### config.mk
export PLATFORM = sky130hd
export DESIGN_NAME = byte_word_loader
export DESIGN_NICKNAME = d
export VERILOG_FILES = /design/src/rtl/byte_word_loader.sv
export SDC_FILE = /design/constraint.sdc
export NUM_CORES = 1
export LEC_CHECK = 0
export CAP_MARGIN = 20
export CELL_PAD_IN_SITES_DETAIL_PLACEMENT = 1
export CELL_PAD_IN_SITES_GLOBAL_PLACEMENT = 2
export CORE_ASPECT_RATIO = 1.2
export CORE_MARGIN = 2
export CORE_UTILIZATION = 30
export CTS_CLUSTER_SIZE = 24
export DETAILED_ROUTE_END_ITERATION = 16
export PLACE_DENSITY_LB_ADDON = 0.1
export SYNTH_ARGS = -nofsm -noshare
export SYNTH_HDL_FRONTEND = slang
export SYNTH_SLANG_ARGS = --single-unit
### constraint.sdc
create_clock -name clk -period 1.8 [get_ports clk]
set_input_delay 0.27 -clock clk [delete_from_list [all_inputs] [get_ports clk]]
set_output_delay 0.27 -clock clk [all_outputs]
set_load 0.01 [all_outputs]
### src/rtl/byte_word_loader.sv
// Byte-to-word loader: gathers an 8-bit byte stream into WIDTH-bit words and
// presents each completed word with a one-cycle load strobe for the downstream
// load register. Drops partial words on timeout or flush.
module byte_word_loader #(
    parameter int unsigned WIDTH     = 16,
    parameter int unsigned LSB_FIRST = 1,
    parameter int unsigned TIMEOUT   = 255,
    parameter int unsigned CNT_W     = 16
) (
    input  logic             clk,
    input  logic             reset,
    input  logic             in_valid,
    input  logic [7:0]       in_byte,
    output logic             in_ready,
    input  logic             flush,
    input  logic             clr_err,
    output logic             load,
    output logic [WIDTH-1:0] data_out,
    output logic [CNT_W-1:0] word_count,
    output logic             timeout_err,
    output logic             busy
);

    localparam int unsigned NumBytes = WIDTH / 8;
    localparam int unsigned IdxW     = $clog2(NumBytes + 1);
    localparam int unsigned IdleW    = (TIMEOUT > 0) ? $clog2(TIMEOUT + 1) : 1;

    typedef enum logic [1:0] {StIdle, StCollect, StCommit} state_e;

    state_e             state_q, state_d;
    logic [IdxW-1:0]    idx_q, idx_d;
    logic [IdleW-1:0]   idle_q, idle_d;
    logic [WIDTH-1:0]   shift_q, shift_d;
    logic [WIDTH-1:0]   data_q, data_d;
    logic [CNT_W-1:0]   count_q, count_d;
    logic               err_q, err_d;
    logic               accept;
    logic               timeout_hit;
    logic [WIDTH-1:0]   shifted;

    // Handshake and status outputs; in_ready is gated by reset so it reads 0 while held.
    always_comb begin
        in_ready    = reset & (state_q != StCommit) & ~flush;
        accept      = in_valid & in_ready;
        load        = (state_q == StCommit);
        busy        = (state_q != StIdle);
        data_out    = data_q;
        word_count  = count_q;
        timeout_err = err_q;
    end

    // Shift register input: after NumBytes shifts the first byte lands at the chosen end.
    always_comb begin
        if (LSB_FIRST != 0) begin
            shifted = {in_byte, shift_q[WIDTH-1:8]};
        end else begin
            shifted = {shift_q[WIDTH-9:0], in_byte};
        end
    end

    // Next-state: byte gathering, commit, flush and idle timeout.
    always_comb begin
        state_d     = state_q;
        idx_d       = idx_q;
        idle_d      = idle_q;
        shift_d     = shift_q;
        data_d      = data_q;
        count_d     = count_q;
        err_d       = err_q;
        timeout_hit = 1'b0;
        unique case (state_q)
            StIdle: begin
                if (accept) begin
                    shift_d = shifted;
                    idx_d   = IdxW'(1);
                    idle_d  = '0;
                    state_d = StCollect;
                end
            end
            StCollect: begin
                if (flush) begin
                    // Flush wins over timeout; in_ready is low so no byte is taken.
                    state_d = StIdle;
                    idx_d   = '0;
                    idle_d  = '0;
                end else if (accept) begin
                    shift_d = shifted;
                    idle_d  = '0;
                    if (idx_q == IdxW'(NumBytes - 1)) begin
                        state_d = StCommit;
                        idx_d   = '0;
                        data_d  = shifted;
                        count_d = count_q + 1'b1;
                    end else begin
                        idx_d = idx_q + 1'b1;
                    end
                end else if (TIMEOUT != 0) begin
                    idle_d = idle_q + 1'b1;
                    if (idle_d == IdleW'(TIMEOUT)) begin
                        state_d     = StIdle;
                        idx_d       = '0;
                        idle_d      = '0;
                        timeout_hit = 1'b1;
                    end
                end
            end
            StCommit: begin
                state_d = StIdle;
            end
            default: begin
                state_d = StIdle;
            end
        endcase
        // A timeout in the same cycle beats a clear request.
        if (timeout_hit) begin
            err_d = 1'b1;
        end else if (clr_err) begin
            err_d = 1'b0;
        end
    end

    // State registers with asynchronous active-low reset.
    always_ff @(posedge clk or negedge reset) begin
        if (!reset) begin
            state_q <= StIdle;
            idx_q   <= '0;
            idle_q  <= '0;
            shift_q <= '0;
            data_q  <= '0;
            count_q <= '0;
            err_q   <= 1'b0;
        end else begin
            state_q <= state_d;
            idx_q   <= idx_d;
            idle_q  <= idle_d;
            shift_q <= shift_d;
            data_q  <= data_d;
            count_q <= count_d;
            err_q   <= err_d;
        end
    end

endmodule

# Word level (Yosys, flattened, before mapping)
# Index checks and enable logic that the tools add are counted.
word_totals:
  register_bits: 61
  in_bits: 13
  elab_cells: 56
classes:
  n_addsub: 3
  n_eq_ne: 9
  muxes: 24
  bitwise_logic: 4
  n_reduce_logical: 9
ops:
  columns: ["op", "n"]
  rows:
  - ["16-bit two-way mux", 2]
  - ["8-bit two-way mux", 4]
  - ["16-bit one-hot mux with 2 select lines", 1]
  - ["16-bit by 1-bit adder with 16-bit output, second input constant", 1]
  - ["2-bit two-way mux", 8]
  - ["8-bit one-hot mux with 2 select lines", 1]
  - ["8-bit by 1-bit adder with 8-bit output, second input constant", 1]
  - ["8-bit == test, second input constant", 1]
  - ["4-bit != test, second input constant", 2]
  - ["2-bit one-hot mux with 2 select lines", 2]
  - ["1-bit two-way mux", 6]
  - ["2-bit != test, second input constant", 3]
  - ["3-bit AND reduction", 2]
  - ["2-bit nonzero test", 3]
  - ["2-bit by 1-bit == test with 1-bit output, second input constant", 2]
  - ["2-bit AND reduction", 2]
  - ["4-bit AND reduction", 1]
  - ["1-bit AND", 3]
  - ["2-bit by 1-bit adder with 2-bit output, second input constant", 1]
  - ["2-bit == test, second input constant", 1]
  - ["2-bit logical NOT", 1]
  - ["1-bit inverter", 1]

# Depth between registers and ports, before layout
depth:
  ltp_word: 8
  depth_mapped: 6
  ltp_nobuf: 6

# Worst setup path before layout
# OpenSTA, ideal clock, no wires.
synth_timing:
  path_type: "reg-to-reg"
  start: "register state_q[1]"
  end: "register data_q[10], in the netlist data_out[10]"
  setup_time_ns: 0.125
  t_arrival_ns: 1.647
  t_required_ns: 1.675
  path_slack_ns: 0.028
  stages_incl_launch_ff: 5
  n_path_buf: 1
  synth_period_minus_slack_ns: 1.772
  cell_sequence: "dfrtp_1 nand2b_1 nor4_4 buf_2 mux2_2"
synth_via:
  elab_chain_cells: 5
  elab_cells_between_ends: 6
  classes_between: "eq/ne (2); bitwise (3); reduce/logical (1)"
synth_rtl:
  columns: ["item", "line", "rtl"]
  rows:
  - ["from (decl)", "30", "state_e state_q, state_d;"]
  - ["from (signal assigned)", "125", "state_q <= StIdle;"]
  - ["from (signal assigned)", "133", "state_q <= state_d;"]
  - ["2-bit != test", "43", "in_ready = reset & (state_q != StCommit) & ~flush;"]
  - ["1-bit AND (2 in a row)", "43", null]
  - ["1-bit AND", "44", "accept = in_valid & in_ready;"]
  - ["4-bit AND reduction (no line) (*)", null, null]
  - ["to (signal assigned)", "137", "data_q <= data_d;"]
  - ["to (decl)", "34", "logic [WIDTH-1:0] data_q, data_d;"]
# Every way passes the cells marked *; elsewhere a longest branch is shown, timed or not.
# A chain may end at the register's enable or synchronous reset.

# Worst setup path in the final report
layout_timing:
  start: "register idle_q[1]"
  end: "register idle_q[2]"
layout_via:
  elab_chain_cells: 6
layout_rtl:
  columns: ["item", "line", "rtl"]
  rows:
  - ["from (decl)", "32", "logic [IdleW-1:0] idle_q, idle_d;"]
  - ["from (signal assigned)", "135", "idle_q <= idle_d;"]
  - ["8-bit by 1-bit adder with 8-bit output (*)", "98", "idle_d = idle_q + 1'b1;"]
  - ["8-bit == test", "99", "if (idle_d == IdleW'(TIMEOUT)) begin"]
  - ["8-bit two-way mux (*)", "99", null]
  - ["8-bit two-way mux (*)", "86", "end else if (accept) begin"]
  - ["8-bit two-way mux (*)", "81", "if (flush) begin"]
  - ["8-bit one-hot mux with 2 select lines (*)", "71", "unique case (state_q)"]
# Marked as above.

==> results.toml <==
[finish]
fin_area_sq_um = 3360
area_delta_synth_final_pct = 43.9
finalNonFillerCells = 373
layout.nets = 296
diodes = 0
drive_gt1_frac = 0.295

[sta]
setup_viol = 0
min_period_over_period = 0.961
max_slew_margin = 0.484
max_slew.worst_pin.slew_ns = 0.773
grt_setup_unrepaired = "true"
fmax_mhz = 578
finClkSkew_ns = 0.00954
final-max-slew-violation-count = 0
hold_viol = 0
min_period_ns = 1.73

[global_routing]
grt-ovfl-total = 0
grt_pass1_vias = 1886
antenna_found_initial = 0
grt_max_degree = 43
grt_pass1_wl_um = 9070
grt.total_usage = 0.134

[placed_design]
finalWeightedCongestion = 0.766
dp_hpwl_um = 3890
dp.cells = 360
port_buffers = 48
post_dp_cell_area_sq_um = 3170

[worst_setup_path]
worstPathArrival_ns = 1.94
cp-end-kind = "register"
worst-setup-path-type = "reg2reg"
cpPeakStageDelay_ns = 0.43
start_kind = "register"
cp.required_ns = 2.01
crit_chain = "nand3_2, or3_1, a221o_2, buf_4, o211ai_1, nand2_1"
worst_path_max_delay_cell = "dfrtp_1"
rr_worst_depth = 6
cp_max_fo = 6

[yosys]
seq_area_frac_synth = 0.568
syn_inst = 195
syn_avg_cell_area_sq_um = 12.0
ys_types = 39
synth-warning-count = 0
syn_area_sq_um = 2330
ys_ff_latch = 53
synth_nets = 211

[routing]
post_drt_wl_per_cell_um = 14.6
wl_um = 5440
routed_via_density = 4.80
ant_nets = 0
vias = 1792
drcViolationCount = 0
first_pass_iters = 2
drt-initial-drc-count = 23

[cts]
cts.sinks = 53
ctsHtreeMaxLevel = 2
cts_max_path_buffers = 2
root_buffer = "clkbuf_8"
clk_latency_ns = 0.31
cts_made_buffers = 5
clk_pin_slew_worst_paths_ns = 0.10
cts_tree = "done"

[floorplanning]
die_x_um = 84.5
core_area_sq_um = 7620
dieArea_sq_um = 8510
initial_core_util = 0.306
die_h_um = 101
pin_count = 49
std_cell_rows = 35

[min_path]
hold_class = "in2async"

[flow_run]
maxCapViolations = 0

[status]
status = "finished clean"

[power]
power_density_nw_per_um2 = 903
peakVddDrop_mv = 0.477
p_leak_uw = 0.00151
## cells in the mapped netlist, drive strengths merged
master,number,share of area
dfrtp,53,0.57
mux2,25,0.12
nand2,20,0.033
nor2,13,0.021
o21ai,8,0.017
xnor2,8,0.030
xor2,8,0.030
inv,7,0.011
nand3,6,0.015
nand4,6,0.019
nor3,4,0.015
ha,3,0.016
nor2b,3,0.0080
or3,3,0.0080
a21boi,2,0.0064
a21oi,2,0.0043
a31oi,2,0.0054
and3,2,0.0054
buf,2,0.0043
nand2b,2,0.0054
nor3b,2,0.0064
nor4,2,0.012
o211ai,2,0.0064
a221o,1,0.0043
and3b,1,0.0038
clkbuf,1,0.0016
nand3b,1,0.0032
o21bai,1,0.0032
o22ai,1,0.0027
o311ai,1,0.0038
or2,1,0.0027
or3b,1,0.0038
or4,1,0.0032
## routing by layer
metal  up-vias  track usage  wire [um]
met5         -            0          0
met4         0       0.0366         65
met3         6       0.0418        319
met2        36        0.213       2620
met1       896        0.177       2430
li1        854            -          -
## worst paths after layout
path	slack, ns	from	endpoint
max	0.07	idle_q[1]	idle_q[2]
min	0.10	reset	idle_q[7]
max reg2reg	0.07	idle_q[1]	idle_q[2]
min reg2reg	0.48	word_count[15]	word_count[15]
max in group asynchronous	1.14	reset	data_out[11]
min in group clk	0.48	word_count[15]	word_count[15]
## kinds of logic (layout without fill, tap and decap cells)
family,after synthesis,after routing,share of synthesized area
multiplexers,25,25,0.121
buffers and inverters,10,96,0.0171
XOR/XNOR,16,16,0.0600
AND/OR/NAND/NOR,68,68,0.165
flip-flops,53,53,0.568
adder cells (fa/ha/maj),3,3,0.0161
AO/OA/AOI/OAI,20,20,0.0536
## flip-flops by register name (all words and copies together) (netlist names)
name / flops
data_out: 16
idle_q: 8
idx_q: 2
shift_q: 8
state_q: 2
timeout_err: 1
word_count: 16
## through the flow
stage               hold slack, ns  power [uW]  setup TNS, ns  setup slack, ns   util
floorplan                  -0.0256        1780              0           0.0282      -
global placement             0.290        2210          -5.47           -0.228  0.416
detailed placement           0.285        2220          -7.20           -0.277  0.416
CTS                          0.126        3090              0          0.00254  0.433
global route                 0.153        3210         -0.180          -0.0480  0.441
finish                       0.101        3030              0           0.0693  0.441
## power by group
group	switching (uW)	internal, uW	total, uW
clock network	427	418	845
registers	120	1380	1500
logic	262	432	694
total	808	2230	3030
## cells in the final DEF, fill, tap and decap left out, types with 2 or more instances in the layout
cell | Yosys | routed
nand4_1 | 5 | 5
nor2_1 | 13 | 13
nor3_2 | 3 | 3
dfrtp_1 | 53 | 51
o21ai_1 | 1 | 4
nand2_1 | 19 | 19
dlygate4sd2_1 | 0 | 3
buf_12 | 0 | 4
a21boi_0 | 2 | 2
o21ai_0 | 7 | 4
xnor2_1 | 8 | 8
nand3_1 | 5 | 4
nand2b_1 | 2 | 2
o211ai_1 | 2 | 2
buf_4 | 0 | 28
mux2_2 | 25 | 25
ha_1 | 3 | 2
nand3_2 | 1 | 2
nor2b_2 | 0 | 2
or3_1 | 3 | 3
clkbuf_8 | 0 | 5
xor2_1 | 8 | 8
dfrtp_2 | 0 | 2
and3_1 | 2 | 2
a31oi_1 | 2 | 2
a21oi_1 | 2 | 2
clkdlybuf4s50_1 | 0 | 43
inv_1 | 7 | 7
## critical path: cells and delay by family, from the launching register on
family / cells / cell delay, ns
flops: 1 / 0.43
buf+inv: 1 / 0.17
simple gates: 3 / 0.52
compound gates: 2 / 0.51
## final cells by class
class	instances	area, sq um
multi-input cells	132	1000
fillers	848	4260
well taps	92	115
flip-flops and latches	53	1330
clock buffers	5	68.8
repair buffers	81	774
inverters	7	26.3
clock inverters	3	43.8
## repair_timing
action,in CTS,in global routing
setup endpoints to repair,5,22
hold endpoints to repair,11,0
setup buffers,0,4
hold buffers,1,0
resized for setup,7,10
pin swaps,1,4
Power figures use the tool's default switching activity.
==> edit: new RTL, same flow settings <==
`WIDTH`: 16 -> 64.
--- a/src/rtl/byte_word_loader.sv
+++ b/src/rtl/byte_word_loader.sv
@@ -2,7 +2,7 @@
 // presents each completed word with a one-cycle load strobe for the downstream
 // load register. Drops partial words on timeout or flush.
 module byte_word_loader #(
-    parameter int unsigned WIDTH     = 16,
+    parameter int unsigned WIDTH     = 64,
     parameter int unsigned LSB_FIRST = 1,
     parameter int unsigned TIMEOUT   = 255,
     parameter int unsigned CNT_W     = 16
Ports: changed (resized data_out); port bits go from 49 to 97. No check against the original RTL was run, so the function may have changed too.
==> edit against the original RTL <==
The run now ends with setup timing left; routed wire length increased to 2.5 times the old value; area after synthesis grew to 2.6 times the old value; sequential cell count is 98 higher; maximum frequency down 17%; synthesized cell count grew 120%; worst setup slack worse by 0.37 ns; cell area up 150%; clock power grew to 4.5 times the old value; power grew to 3.0 times the old value; largest power group unchanged; highest routed layer unchanged.
==> edit: results (changes against the original RTL) <==
The flow ran to the end, but the final reports show violations. The checks that failed: setup timing. The area fraction in compound gates after synthesis is 3.41% (-1.9 points), and the per-cell routed wire length is 16.6 um (+14%).

The logs give -0.296 ns (-0.365 ns) for the post-layout worst setup margin and 9.55 mm (+150%) for the total half-perimeter wirelength after legalization and detailed placement. The arrival time at the worst endpoint is 2.38 ns (+0.44 ns), and the post-synthesis xor/xnor area fraction is 2.32% (-3.7 points). The total clock buffers created by CTS came out at 17 (+12). The flop-to-flop setup slack came out at -0.30 ns (-0.37 ns).

The pin count of the biggest net entering global routing came out at 74 (+72%). The count of distinct cell types in the synthesized netlist is 44 (+13%). The tools report the total negative slack as -3.55 ns (-3.55 ns). The tools report the met2 layer wire length in the routed design as 6.79 mm (+160%). Sum of routed wire segments on met1: 6.22 mm (+160%).

The synthesized netlist cell count was 421 (+120%). The met3 wirelength from detailed routing is 682 um (+110%). For the power in the clock group, the log shows 3.83 mW (+350%). By area the synthesized netlist is led by dfrtp_1 (63%), mux2_2 (23%), xnor2_1 (1.9%). The net load switching power was 2.17 mW (+170%). The tools report the power in combinational cells as 0.821 mW (+18%).

The violation count after the first detailed-route iteration is 97 (+320%), and the number of setup violations in the final report is 14 (+14). The clock-pin slew of the registers on the worst-case setup and hold paths works out to 0.06 ns (-0.04 ns). The slew at the pin closest to its max-slew limit was 0.938 ns (+0.165 ns); the setup fix buffers added after clock tree synthesis was 1 (+1). The run gives 798 (+120%) as the number of instances in the placed design. The logs give 7650 um2 (+140%) for the placement-stage cell area and 17.0% (-0.69 points) for the met1 global-route usage.

The run gives -0.281 ns (-0.00344 ns) as the worst slack after detailed placement. The global-route track usage on met2 came out at 22.3% (+1.0 points). The root buffer selected by CTS is clkbuf_16.
==> edit: area by class of cell <==
| cell class | instances | area [um2] | share of cell area (%) |
|---|---|---|---|
| inverters | 4 | 15.0 | 0.179 |
| well taps | 261 | 327 | 3.90 |
| clock inverters | 13 | 191 | 2.29 |
| multi-input cells | 249 | 2240 | 26.7 |
| clock buffers | 19 | 443 | 5.29 |
| flip-flops and latches | 151 | 3780 | 45.2 |
| repair buffers | 139 | 1380 | 16.4 |
==> edit: worst paths after layout <==
check / startpoint / cells after the start / to
worst max-delay path: idle_q[1]$_DFFE_PN0P_ / 7 / idle_q[3]$_DFFE_PN0P_
worst min-delay path: reset / 2 / timeout_err$_DFFE_PN0P_
worst max register to register: idle_q[1]$_DFFE_PN0P_ / 7 / idle_q[3]$_DFFE_PN0P_
worst min register to register: word_count[15]$_DFFE_PN0P_ / 1 / word_count[15]$_DFFE_PN0P_
max in group asynchronous: reset / 3 / data_out[2]$_DFFE_PN0P_
min in group clk: clr_err / 2 / timeout_err$_DFFE_PN0P_
